<file path="config.mk">
export PLATFORM = sky130hd
export DESIGN_NAME = systolic_seq_ctrl
export DESIGN_NICKNAME = d
export VERILOG_FILES = /design/src/rtl/systolic_seq_ctrl.sv
export SDC_FILE = /design/constraint.sdc
export NUM_CORES = 1
export LEC_CHECK = 0
export CAP_MARGIN = 20
export CORE_ASPECT_RATIO = 0.7
export CORE_MARGIN = 4
export CORE_UTILIZATION = 45
export CTS_CLUSTER_SIZE = 30
export DETAILED_ROUTE_END_ITERATION = 10
export PLACE_DENSITY = 0.83
export SKIP_CTS_REPAIR_TIMING = 1
export SYNTH_ARGS = -nofsm -noshare
export SYNTH_HDL_FRONTEND = slang
export SYNTH_SLANG_ARGS = --single-unit
</file>
<file path="constraint.sdc">
create_clock -name clk -period 4.3 [get_ports clk]
set_input_delay 0.645 -clock clk [delete_from_list [all_inputs] [get_ports clk]]
set_output_delay 0.645 -clock clk [all_outputs]
set_load 0.05 [all_outputs]
</file>
<file path="src/rtl/systolic_seq_ctrl.sv">
`default_nettype none
// ============================================================================
// Module   : systolic_seq_ctrl
// Purpose  : Clear / skewed-compute / row-readout sequencer for a DIM x DIM
//            array of tpumac cells.
// Revision : 1.0  initial release
// ============================================================================
module systolic_seq_ctrl #(
    parameter int DIM = 8,
    parameter int AW  = 3,
    parameter int CW  = 8
) (
    input  logic              clk,
    input  logic              rst_n,
    input  logic              start,
    input  logic              hold,
    input  logic              abort,
    output logic              busy,
    output logic              done,
    output logic              mac_en,
    output logic              mac_wren,
    output logic [DIM-1:0]    feed_valid,
    output logic [DIM*AW-1:0] feed_addr,
    output logic [CW-1:0]     step,
    output logic              rd_valid,
    output logic [AW-1:0]     rd_row
);

    typedef enum logic [2:0] {
        S_IDLE    = 3'd0,
        S_CLEAR   = 3'd1,
        S_COMPUTE = 3'd2,
        S_READ    = 3'd3,
        S_DONE    = 3'd4
    } state_t;

    localparam logic [CW-1:0] c_LAST_STEP = CW'(3*DIM-3);
    localparam logic [AW-1:0] c_LAST_ROW  = AW'(DIM-1);

    state_t          r_state;
    logic [CW-1:0]   r_step;
    logic [AW-1:0]   r_row;
    logic            w_run;

    always_ff @(posedge clk or negedge rst_n) begin
        if (!rst_n) begin
            r_state <= S_IDLE;
            r_step  <= '0;
            r_row   <= '0;
        end else if (abort && (r_state != S_IDLE)) begin
            r_state <= S_IDLE;
            r_step  <= '0;
            r_row   <= '0;
        end else begin
            case (r_state)
                S_IDLE: begin
                    if (start) begin
                        r_state <= S_CLEAR;
                    end
                end
                S_CLEAR: begin
                    r_state <= S_COMPUTE;
                    r_step  <= '0;
                end
                S_COMPUTE: begin
                    if (!hold) begin
                        if (r_step == c_LAST_STEP) begin
                            r_state <= S_READ;
                            r_step  <= '0;
                            r_row   <= '0;
                        end else begin
                            r_step <= r_step + 1'b1;
                        end
                    end
                end
                S_READ: begin
                    if (!hold) begin
                        if (r_row == c_LAST_ROW) begin
                            r_state <= S_DONE;
                            r_row   <= '0;
                        end else begin
                            r_row <= r_row + 1'b1;
                        end
                    end
                end
                S_DONE: begin
                    r_state <= S_IDLE;
                end
                default: begin
                    r_state <= S_IDLE;
                    r_step  <= '0;
                    r_row   <= '0;
                end
            endcase
        end
    end

    assign w_run    = (r_state == S_COMPUTE) && !hold;
    assign busy     = (r_state == S_CLEAR) || (r_state == S_COMPUTE) || (r_state == S_READ);
    assign done     = (r_state == S_DONE);
    assign mac_en   = w_run;
    assign mac_wren = (r_state == S_CLEAR);
    assign rd_valid = (r_state == S_READ) && !hold;
    assign rd_row   = r_row;
    assign step     = r_step;

    // Lane i is live while 0 <= step-i < DIM; the borrow bit of the widened
    // difference flags step < i.
    for (genvar gi = 0; gi < DIM; gi++) begin : g_lane
        logic [CW:0] w_diff;
        logic        w_live;
        assign w_diff = {1'b0, r_step} - (CW+1)'(gi);
        assign w_live = w_run && !w_diff[CW] && (w_diff[CW-1:0] < CW'(DIM));
        assign feed_valid[gi]          = w_live;
        assign feed_addr[gi*AW +: AW]  = w_live ? w_diff[AW-1:0] : '0;
    end

endmodule
`default_nettype wire

</file>
# Word-level counts from Yosys, hierarchy flattened
# Index checks and enable logic that the tools add are counted.
# classes
n_addsub,9
magnitude_cmp,8
n_eq_ne,13
n_mux,25
n_reduce_logical,35
# op_table
op,count
less-than comparator 8 x 4 -> 1 bit (second input constant),8
2-to-1 mux 3 bit,19
subtractor 8 x 3 -> 9 bit (second input constant),4
2-to-1 mux 8 bit,3
logical AND 1 bit,18
subtractor 8 x 2 -> 9 bit (second input constant),2
case mux 8 bit (2 select lines),1
inequality test 3 bit (second input constant),5
case mux 3 bit (4 select lines),1
case mux 3 bit (3 select lines),1
subtractor 8 x 1 -> 9 bit (second input constant),1
adder 8 x 1 -> 8 bit (second input constant),1
== test 8 x 5 -> 1 bit (second input constant),1
logical NOT 1 bit,8
== test 3 x 2 -> 1 bit (second input constant),2
== test 3 bit (second input constant),2
OR reduction 3 bit,2
AND reduction 5 bit,1
inequality test 2 x 1 -> 1 bit (second input constant),2
AND reduction 4 bit,1
adder 3 x 1 -> 3 bit (second input constant),1
== test 3 x 1 -> 1 bit (second input constant),1
logical NOT 3 bit,1
nonzero test 3 bit,1
2 further kinds,3
# word_totals
reg_bits,14
inputBits,5
out_inout_bits,48
wordCells,93

# Logic depth before layout (Yosys ltp)
# Gate-level depths: netlist of the first run.
# logic_depth
word_depth,5
mapped_depth,8

# Least setup slack after synthesis of the first run
# Ideal clock, no wire load.
# synth_timing
path_kind,flip-flop to output port
start,"register r_step[2], in the netlist step[2]"
end,output feed_addr[12]
t_arrival_ps,3591
required_time_ps,3655
path_slack_ps,64
path_stages_with_launch,6
cell_sequence,dfrtp_1 > inv_1 > ha_1 > or3_1 > a211o_2 > nor4_1
# synth_between
elab_chain_len,5
word_cells_on_any_way,6
# synth_rtl
item,line,text
start: declaration,41,logic [CW-1:0] r_step;
start signal: assignment,72,r_step <= r_step + 1'b1;
subtractor 8 x 3 -> 9 bit *,112,"assign w_diff = {1'b0, r_step} - (CW+1)'(gi);"
"parallel branches: the longest is 2 deep, another holds less-than comparator 8 x 4 -> 1 bit",n/a,
logical AND 1 bit *,113,assign w_live = w_run && !w_diff[CW] && (w_diff[CW-1:0] < CW'(DIM));
2-to-1 mux 3 bit *,115,assign feed_addr[gi*AW +: AW] = w_live ? w_diff[AW-1:0] : '0;
end: declaration,23,"output logic [DIM*AW-1:0] feed_addr,"
# Mark *: on every way between the ends.

# Worst setup path in the final report of the first run
# layout_timing
start,input hold
end,output feed_valid[1]
# layout_between
elab_chain_len,4
# layout_rtl
item,line,text
start: declaration,16,"input logic hold,"
logical NOT 1 bit,98,assign w_run = (r_state == S_COMPUTE) && !hold;
logical AND 1 bit,98,
logical AND 1 bit (2 in a row),113,
end: declaration,22,"output logic [DIM-1:0] feed_valid,"
# Every way passes these cells.

==> results of run 1 <==
==> cell usage in the layout, fill, tap and decap left out, drive strengths merged, types with 5 or more instances in the layout <==
| cell | count |
|---|---|
| buf | 28 |
| clkdlybuf4s50 | 27 |
| nor2 | 22 |
| inv | 21 |
| ha | 14 |
| dfrtp | 14 |
| nand2 | 13 |
| nor3 | 11 |
| a21oi | 9 |
| a21boi | 7 |
| nor4 | 7 |
| o21ai | 6 |
| xnor2 | 6 |
| nand3 | 5 |
| mux2i | 5 |
| a31oi | 5 |
==> path summary, 6_finish.rpt <==
| check | start | endpoint | slack (ns) | cells past startpoint |
|---|---|---|---|---|
| max | hold | feed_valid[1] | 0.44 | 6 |
| min | rd_row[2]$_DFFE_PN0P_ | rd_row[2]$_DFFE_PN0P_ | 0.55 | 2 |
| max reg2reg | step[1]$_DFFE_PN0P_ | rd_row[0]$_DFFE_PN0P_ | 1.84 | 6 |
| min reg2reg | rd_row[2]$_DFFE_PN0P_ | rd_row[2]$_DFFE_PN0P_ | 0.55 | 2 |
| max in group asynchronous | rst_n | step[1]$_DFFE_PN0P_ | 3.09 | 1 |
| min in group asynchronous | rst_n | r_state[1]$_DFFE_PN0P_ | 0.80 | 1 |
==> logic make-up after synthesis <==
kind of cell    after synthesis
mux                           6
fa+ha+maj                    14
xor+xnor                      7
flops                        14
compound gates               41
simple gates                 81
buf+inv                      39
==> power breakdown <==
part / internal [uW] / switching, uW
Clock: 81.1 / 48.0
Sequential: 150 / 59.0
Combinational: 149 / 258
Total: 380 / 365
==> sequential cells by signal (all words and copies together), names as in the netlist <==
register,cells
r_state,3
rd_row,3
step,8
==> stage by stage <==
stage | setup WS, ns | util | cell area [sq um] | total power, uW
floorplan | 0.06360 | - | 1565 | 505.4
global placement | 0.5154 | 0.6146 | 1987 | 607.8
detailed placement | 0.4590 | 0.6146 | 1987 | 611.3
CTS | 0.4524 | 0.6316 | 2042 | 743.3
global route | 0.3255 | 0.6316 | 2042 | 789.3
finish | 0.4352 | 0.6316 | 2042 | 745.2
==> layer usage <==
metal,track usage,up-vias,share of wire
met4,0.04239,0,0.013
met5,0,-,0
met1,0.2952,727,0.47
met2,0.2732,63,0.43
li1,-,784,-
met3,0.03943,7,0.077
==> layout make-up <==
| class | count | area, sq um | share of cell area |
|---|---|---|---|
| flip-flops and latches | 14 | 350.3 | 0.1716 |
| clock buffers | 4 | 55.05 | 0.02696 |
| inverters | 21 | 78.83 | 0.03860 |
| well taps | 47 | 58.81 | 0.02880 |
| multi-input cells | 149 | 1018 | 0.4988 |
| repair buffers | 55 | 480.5 | 0.2353 |
==> worst min-delay path: cells and delay by family, from the launching register on <==
kind	cells	cell delay, ns
buf+inv	1	0.06
flops	1	0.39
mux	1	0.06
==> summary.md, run 1 <==
| Metric | Value |
|---|---|
| Ys flop type | dfrtp_1 |
| WL final | 4.332 mm |
| Final Setup Violations | 0 |
| Non-filler instance count after layout | 290 |
| Total track usage | 0.1920 |
| Via/cell ratio | 5.452 |
| Mapped Area | 1565 sq um |
| Worst path most repeated cell | clkdlybuf4s50_1 |
| Ys async rst share | 1.000 |
| Final setup TNS | 0 ns |
| Tightest Hold Check Type | reg2reg |
| Final Cycle Share | 0.8988 |
| YS warnings | 0 |
| Crit path DAT | 3.22 ns |
| Pin count of the biggest net entering global routing | 22 |
| Num CTS Buffers | 3 |
| Clock transition at path regs | 0.06 ns |
| Syn avg cell area | 7.749 sq um |
| Crit path launch type | input port |
| Antenna violations before repair | 0 |
| I/O pin count | 53 |
| Sink Count | 14 |
| Slowest cell on the critical path | clkdlybuf4s50_1 |
| # fillers | 272 |
| Leak Pwr | 0.0009432 uW |
| Clk buf depth | 2 |
| First-pass GRT wire length | 6.941 mm |
| Synth Area in XOR/XNOR | 0.03917 |
| Max-slew headroom | 0.3528 |
| Avg WL per Cell | 14.94 microns |
| Die Ht | 57.35 microns |
| Syn Inst Count | 202 |
| Vias in the first global route | 1371 |
| Total Nets Final | 263 |
| Ant. Diodes | 0 |
| Number of enable flip-flop cells after synthesis | 0 |
| CTS tree | done |
| Total of max-cap violations | 0 |
| CP max stage delay | 0.79 ns |
| Count leader, synth | nor2_1 |
| Top post-synthesis cells by count | nor2_1, inv_1, dfrtp_1, ha_1, nand2_1 |
| Placed Instances | 286 |
| Worst slew pin tran | 0.9643 ns |
| Post-synthesis mux area share | 0.03917 |
| Grt total ovfl | 0 |
| Drc violations | 0 |
| Rows | 17 |
| Largest family of logic cells by synthesized area | simple AND/OR/NAND/NOR gates |
| HPWL after DPL | 3.313 mm |
| Die W | 78.49 microns |
| Area growth from synthesis to layout | 30.46% |
| Buf/Inv on CP | 3 |
| RSZ-0062 raised after global routing | false |
| Initial DRC count | 124 |
| Minimum clock period | 3.865 ns |
| Simple-gate share of the synthesized area | 0.2758 |
| Worst-path cell chain | clkdlybuf4s50_1 -> or4b_4 -> nor3_1 -> o211ai_1 -> inv_1 -> clkdlybuf4s50_1 |
| Share of cells above drive strength 1 | 0.1687 |
| Maximum vdd drop | 0.0002045 V |
| Flops & latches, synth | 14 |
| Yosys top cell by area | dfrtp_1 |
| Syn_nets | 221 |
| Clock root buffer | clkbuf_8 |
| # H-tree levels | 1 |
| Status | finished, final reports clean |
| CP Data Required Time | 3.65 ns |
| Worst-Skew Late Latency | 0.25 ns |
| Cell Pwr Density | 364.9 nW/um^2 |
| CP endpoint kind | primary output |
| Synth Area in Compound Gates | 0.1847 |
| DIE AREA | 4501 sq um |
| Initial Util | 0.4841 |
| Via count | 1581 |
| Routability congestion estimate from global placement | 0.8332 |
| Core ar. | 3233 sq um |
| Fmax | 258.7 MHz |
| PortBufs | 52 |
| Final hold slack | 0.5527 ns |
| Synth area leaders | dfrtp_1, ha_1, buf_4, nor2_1, inv_1 |
| Top-area cell type share of the netlist area | 0.2238 |
| Seq/Total Area, Yosys | 0.2238 |
| Crit Path Class | in2out |
| Post-Synth Adder-Cell Area | 0.1119 |
| Cell variety after synth | 50 |
| Clock skew | 0.0008517 ns |
| DRT Pass-1 Iters | 4 |
| Post-DRT Antenna Nets | 0 |
| Hold Vio Cnt, Final | 0 |
| CP top delay family | buffers and inverters |
| Worst-path fanout max | 5 |
| Max Transition Viols Final | 0 |
No activity file was read; power rests on OpenSTA's default activity.
==> inputs of run 2 (changes only) <==
CTS_CLUSTER_DIAMETER = 50   (was default)
==> results of run 2 <==
The final DEF is identical to that of run 1; final timing and power are the same.
